==> src/rtl/erasable_ram_ctrl.sv <==
// erasable_ram_ctrl
// Synchronous initiator for the asynchronous 16-bit erasable SRAM. It turns
// single-word read/write requests into an E_/W_/G_/UB_/LB_ strobe sequence
// (SETUP -> STROBE -> HOLD -> DONE) and returns lane-masked read data with
// a one-cycle completion pulse. Every pad-facing output is taken straight
// from a flop. The flops are loaded from a decode of the *next* state, so
// each output changes exactly when the state does. W_/G_ can never overlap
// with each other, and G_ can never overlap with the DQ output enable.

module erasable_ram_ctrl #(
    parameter int ADDR_W  = 11,
    parameter int T_SETUP = 1,
    parameter int T_PULSE = 2,
    parameter int T_HOLD  = 1
) (
    input  logic              SIM_CLK,
    input  logic              SIM_RST,

    input  logic              req,
    input  logic              we,
    input  logic [ADDR_W-1:0] addr,
    input  logic [15:0]       wdata,
    input  logic [1:0]        be,
    output logic              ready,
    output logic              done,
    output logic [15:0]       rdata,

    output logic              ram_e_n,
    output logic              ram_w_n,
    output logic              ram_g_n,
    output logic              ram_ub_n,
    output logic              ram_lb_n,
    output logic [15:0]       ram_a,
    output logic [15:0]       ram_dq_out,
    output logic              ram_dq_oe,
    input  logic [15:0]       ram_dq_in
);

    // A zero-length phase would let W_/G_ move in the same cycle as the
    // address or E_, so it is refused at elaboration time.
    if (T_SETUP < 1) begin : g_bad_setup
        $error("erasable_ram_ctrl: T_SETUP must be at least 1");
    end
    if (T_PULSE < 1) begin : g_bad_pulse
        $error("erasable_ram_ctrl: T_PULSE must be at least 1");
    end
    if (T_HOLD < 1) begin : g_bad_hold
        $error("erasable_ram_ctrl: T_HOLD must be at least 1");
    end
    if (ADDR_W < 1 || ADDR_W > 16) begin : g_bad_addr_w
        $error("erasable_ram_ctrl: ADDR_W must be in 1..16");
    end

    // The phase counter loads with (T - 1), so it only has to reach the
    // largest of the three phase lengths minus one.
    localparam int MAX_SP = (T_SETUP > T_PULSE) ? T_SETUP : T_PULSE;
    localparam int MAX_T  = (MAX_SP > T_HOLD) ? MAX_SP : T_HOLD;
    localparam int CNT_W  = (MAX_T > 1) ? $clog2(MAX_T) : 1;

    localparam logic [2:0] S_IDLE   = 3'd0;
    localparam logic [2:0] S_SETUP  = 3'd1;
    localparam logic [2:0] S_STROBE = 3'd2;
    localparam logic [2:0] S_HOLD   = 3'd3;
    localparam logic [2:0] S_DONE   = 3'd4;

    logic [2:0]        state;
    logic [2:0]        nxt_state;
    logic [CNT_W-1:0]  cnt;
    logic [CNT_W-1:0]  nxt_cnt;

    logic              we_q;
    logic [ADDR_W-1:0] addr_q;
    logic [15:0]       wdata_q;
    logic [1:0]        be_q;
    logic [15:0]       cap_q;

    logic              accept;
    logic              last_tick;
    logic              nxt_we;
    logic [ADDR_W-1:0] nxt_addr;
    logic [15:0]       nxt_wdata;
    logic [1:0]        nxt_be;
    logic              nxt_busy;
    logic [15:0]       lane_mask;

    // ready is only ever high in IDLE, so this is the single acceptance point.
    assign accept    = req && ready;
    assign last_tick = (cnt == '0);
    assign lane_mask = {{8{be_q[1]}}, {8{be_q[0]}}};

    // Next-state and phase-counter logic. Each timed phase is left when the
    // counter reaches zero, and the counter is reloaded for the next phase.
    always_comb begin
        nxt_state = state;
        nxt_cnt   = cnt;
        case (state)
            S_IDLE: begin
                if (accept) begin
                    nxt_state = S_SETUP;
                    nxt_cnt   = CNT_W'(T_SETUP - 1);
                end
            end
            S_SETUP: begin
                if (last_tick) begin
                    nxt_state = S_STROBE;
                    nxt_cnt   = CNT_W'(T_PULSE - 1);
                end else begin
                    nxt_cnt   = cnt - 1'b1;
                end
            end
            S_STROBE: begin
                if (last_tick) begin
                    nxt_state = S_HOLD;
                    nxt_cnt   = CNT_W'(T_HOLD - 1);
                end else begin
                    nxt_cnt   = cnt - 1'b1;
                end
            end
            S_HOLD: begin
                if (last_tick) begin
                    nxt_state = S_DONE;
                    nxt_cnt   = '0;
                end else begin
                    nxt_cnt   = cnt - 1'b1;
                end
            end
            S_DONE: begin
                nxt_state = S_IDLE;
                nxt_cnt   = '0;
            end
            default: begin
                nxt_state = S_IDLE;
                nxt_cnt   = '0;
            end
        endcase
    end

    // The output decode uses the request fields as they will be after this
    // edge. On the acceptance edge that means the live inputs, so SETUP
    // drives the new address in its very first cycle.
    always_comb begin
        nxt_we    = accept ? we    : we_q;
        nxt_addr  = accept ? addr  : addr_q;
        nxt_wdata = accept ? wdata : wdata_q;
        nxt_be    = accept ? be    : be_q;
        nxt_busy  = (nxt_state == S_SETUP) || (nxt_state == S_STROBE) ||
                    (nxt_state == S_HOLD);
    end

    // Sequencer state, phase counter and the request latched at acceptance.
    always_ff @(posedge SIM_CLK or posedge SIM_RST) begin
        if (SIM_RST) begin
            state   <= S_IDLE;
            cnt     <= '0;
            we_q    <= 1'b0;
            addr_q  <= '0;
            wdata_q <= '0;
            be_q    <= 2'b00;
        end else begin
            state <= nxt_state;
            cnt   <= nxt_cnt;
            if (accept) begin
                we_q    <= we;
                addr_q  <= addr;
                wdata_q <= wdata;
                be_q    <= be;
            end
        end
    end

    // Registered strobe, handshake and pad decode. Address, write data and
    // byte lanes are loaded on entry to SETUP and otherwise hold their value.
    always_ff @(posedge SIM_CLK or posedge SIM_RST) begin
        if (SIM_RST) begin
            ready      <= 1'b1;
            done       <= 1'b0;
            ram_e_n    <= 1'b1;
            ram_w_n    <= 1'b1;
            ram_g_n    <= 1'b1;
            ram_ub_n   <= 1'b1;
            ram_lb_n   <= 1'b1;
            ram_a      <= '0;
            ram_dq_out <= '0;
            ram_dq_oe  <= 1'b0;
        end else begin
            ready     <= (nxt_state == S_IDLE);
            done      <= (nxt_state == S_DONE);
            ram_e_n   <= !nxt_busy;
            ram_w_n   <= !((nxt_state == S_STROBE) && nxt_we && (nxt_be != 2'b00));
            ram_g_n   <= !((nxt_state == S_STROBE) && !nxt_we);
            ram_dq_oe <= nxt_busy && nxt_we;
            if (accept) begin
                ram_a    <= 16'(nxt_addr);
                ram_ub_n <= !nxt_be[1];
                ram_lb_n <= !nxt_be[0];
                if (nxt_we) begin
                    ram_dq_out <= nxt_wdata;
                end
            end
        end
    end

    // Read data is sampled on the edge that ends the last G_-low cycle.
    // It is presented, lane-masked, only when the operation completes, so
    // rdata keeps the previous read's word until then.
    always_ff @(posedge SIM_CLK or posedge SIM_RST) begin
        if (SIM_RST) begin
            cap_q <= '0;
            rdata <= '0;
        end else begin
            if ((state == S_STROBE) && last_tick && !we_q) begin
                cap_q <= ram_dq_in;
            end
            if ((state == S_HOLD) && (nxt_state == S_DONE) && !we_q) begin
                rdata <= cap_q & lane_mask;
            end
        end
    end

endmodule

==> config.mk <==
export PLATFORM = sky130hd
export DESIGN_NAME = erasable_ram_ctrl
export DESIGN_NICKNAME = d
export VERILOG_FILES = /design/src/rtl/erasable_ram_ctrl.sv
export SDC_FILE = /design/constraint.sdc
export NUM_CORES = 1
export LEC_CHECK = 0
export CAP_MARGIN = 15
export CORE_MARGIN = 3
export CORE_UTILIZATION = 40
export DETAILED_ROUTE_END_ITERATION = 16
export PLACE_DENSITY = 0.76
export SLEW_MARGIN = 20
export SYNTH_ARGS = -nofsm -noshare
export SYNTH_HDL_FRONTEND = slang
export SYNTH_SLANG_ARGS = --single-unit
==> constraint.sdc <==
create_clock -name SIM_CLK -period 6.6 [get_ports SIM_CLK]
set_input_delay 0.66 -clock SIM_CLK [delete_from_list [all_inputs] [get_ports SIM_CLK]]
set_output_delay 0.66 -clock SIM_CLK [all_outputs]
set_load 0.02 [all_outputs]
==> reports/metrics.cfg <==
[cts]
root_buffer=clkbuf_8
clock_sinks=74
path_clk_slew_ns=0.08
cts_resized=0
cts_hold_buf=0
post_cts_buffers=0
cts_tree=yes
insertion_delay_ns=0.34
cts_buffers=9
cts_max_level=3
clockBufferDepth=2

[timing]
setup_viol=0
worstMarginPinSlew_ns=0.9757
slew_headroom_pct=34.95
report.final.slew_viol_count=0
fin_skew_ns=0.01210
rsz0062_at_grt=no
fmax_mhz=460.0
fin_tns_setup_ns=0
finalCritPeriodShare_pct=32.93
finalHoldViolations=0
finalCriticalPeriod_ns=2.174

[die]
die_x_um=92.97
io_pins=105
initial_core_util_pct=41.49
rows=31
die_h_um=92.97
core_area_um2=7292
die_area_um2=8643

[critical_path]
critPathCaptureType=primary output
cp_cell_sequence=clkdlybuf4s50_1
slowest_stage=clkdlybuf4s50_1
start_kind=flip-flop
critPathTopFamily=buffers and inverters
path_max_fanout=5
r2r_slack_ns=4.67
worstPathRequired_ns=5.94
rr_worst_depth=3
r2r_end=rdata[8]$_DFFE_PP0P_
slowest_delay_ns=0.61
cp_data_arrival_time_ns=1.51
rr_startpoint=cnt$_DFFE_PP0P_
worstSetupPathType=flip-flop to primary output
path_buf_inv=1

[grt]
grt_pass1_vias=2069
grt_pass1_wl_um=9860
grt_usage_pct=14.86
gr-total-overflow=0
grt_max_degree=75
antenna_found_initial=0

[logic_synthesis]
async_flop_share_pct=100.0
synth_top_cells_by_area=dfrtp_1, mux2_2, mux2i_1, dfstp_2, mux2_4
synthFlopType=dfrtp_1
ys_types=29
synth_warnings=0
synth.top_cell.area_share_pct=56.24
syn_inst=219
syn_area_um2=3025
ys_ff_latch=74
postSynthAreaPerCell_um2=13.81
ys_seq_area_share_pct=61.46
synth_edf_count=0
synth_top_area_cell=dfrtp_1

[worst_hold_path]
hp-start=ram_ub_n$_DFFE_PP1P_
hp-class=flip-flop to flip-flop
min_path_cells=2
whs_endpoint=ram_ub_n$_DFFE_PP1P_

[finish]
antenna_cells=0
final_nets=368
area_growth_pct=42.35
final_cells=423
final_layout_size_suffix_gt1_share_pct=23.46
design_area_um2=4307

[detailed_routing]
dr.pass1.iters=4
wl_per_cell_um=14.18
via_per_inst=4.610
drt_iter0_drc=47
drc_errors=0
ant_nets=0
dr_total_vias=1950
routed_wl_um=5997

[run_status]
status=finished, final reports clean

[power]
vdd_drop_max_mv=0.2308
power_density_nw_per_um2=504.3
cellLeakagePower_nw=1.999
finalPower_mw=2.172

[placed_design]
hpwl_um=4179
gp_congestion=0.7096
dp.cells=407
postPlaceCellArea_um2=4049
port_buffers=99

[run]
cap_viol_max_count=0

-- cells by family (layout without fill, tap and decap cells) --
group           after synthesis  after routing  share of synthesized area (%)
flops                        74             74                          61.46
mux                          62             62                          23.61
simple gates                 38             38                          6.493
buf+inv                      33            134                          5.997
compound gates               11             11                          2.316
other cells                   1              5                         0.1240
-- synth_stat cells (2+ instances only) --
master and count:
nor2_1 4, dfrtp_1 68, buf_4 7, nor3_1 2, nand3_1 2, o21ai_0 2
buf_1 2, mux2i_1 17, and2b_2 3, inv_1 18, mux2_4 10, dfstp_2 6
clkbuf_1 3, buf_6 2, a21oi_1 5, nand2_1 21, mux2_2 35
-- worst register-to-register path: cells and delay by family (launching register included) --
kind | cells | cell delay [ns]
muxes | 1 | 0.29
and+or+nand+nor | 2 | 1.12
DFF | 1 | 0.43
-- stage by stage --
step / hold slack (ns) / utilization, % / setup slack (ns)
after floorplan: 0.4792 / - / 4.068
after global routing: 0.5162 / 59.06 / 4.384
after detailed placement: 0.4763 / 55.53 / 4.199
after global placement: 0.4681 / 55.53 / 4.210
final: 0.4822 / 59.06 / 4.426
after CTS: 0.4897 / 59.06 / 4.408
-- report_power, final --
| group | leakage, nW | switching (mW) | internal (mW) |
|---|---|---|---|
| registers | 0.891 | 0.138 | 0.676 |
| logic | 0.977 | 0.407 | 0.501 |
| clock network | 0.130 | 0.161 | 0.288 |
-- cell type report --
type                            count  area, um2
Tap cell                           99      123.9
Fill cell                         613       2985
Clock buffer                       10      127.6
Timing Repair Buffer              100      998.5
Inverter                           18      67.56
Multi-Input combinational cell    116      999.7
Sequential cell                    74       1859
Clock inverter                      6      130.1
-- worst max path at each step --
stage	end	cells after the start	slack [ns]	startpoint
global route	ready	1	4.38	ready$_DFF_PP1_
global placement	ram_w_n$_DFF_PP1_	5	4.21	req
CTS	ready	1	4.41	ready$_DFF_PP1_
detailed placement	ram_w_n$_DFF_PP1_	5	4.20	req
floorplan	be_q[0]$_DFF_PP0_	1	4.07	SIM_RST
finish	ready	1	4.43	ready$_DFF_PP1_
-- registers in the layout, indices dropped and copies added, names as in the netlist, 2 cells and up --
signal      count
ram_a          11
be_q            2
cap_q          16
ram_dq_out     16
rdata          16
state           3
-- cell usage in the layout (no fill, tap or decap), types with 2 or more instances in the layout --
master,instances
clkbuf_8,9
clkdlybuf4s50_1,99
mux2_2,35
inv_1,17
conb_1,5
nand2_1,21
and2b_2,3
a21oi_1,5
nor2_1,4
nand3_1,2
bufinv_16,4
mux2_4,10
dfstp_2,6
clkinv_2,2
mux2i_1,17
o21ai_0,2
dfrtp_1,68
nor3_1,2
-- routing by layer --
| metal | wire length, um | global-route usage (%) | vias up |
|---|---|---|---|
| li1 | - | - | 917 |
| met5 | 0 | 0 | - |
| met4 | 105 | 6.960 | 0 |
| met3 | 381 | 4.505 | 8 |
| met2 | 2949 | 23.76 | 56 |
| met1 | 2560 | 18.50 | 969 |
No activity file was read; power rests on OpenSTA's default activity.
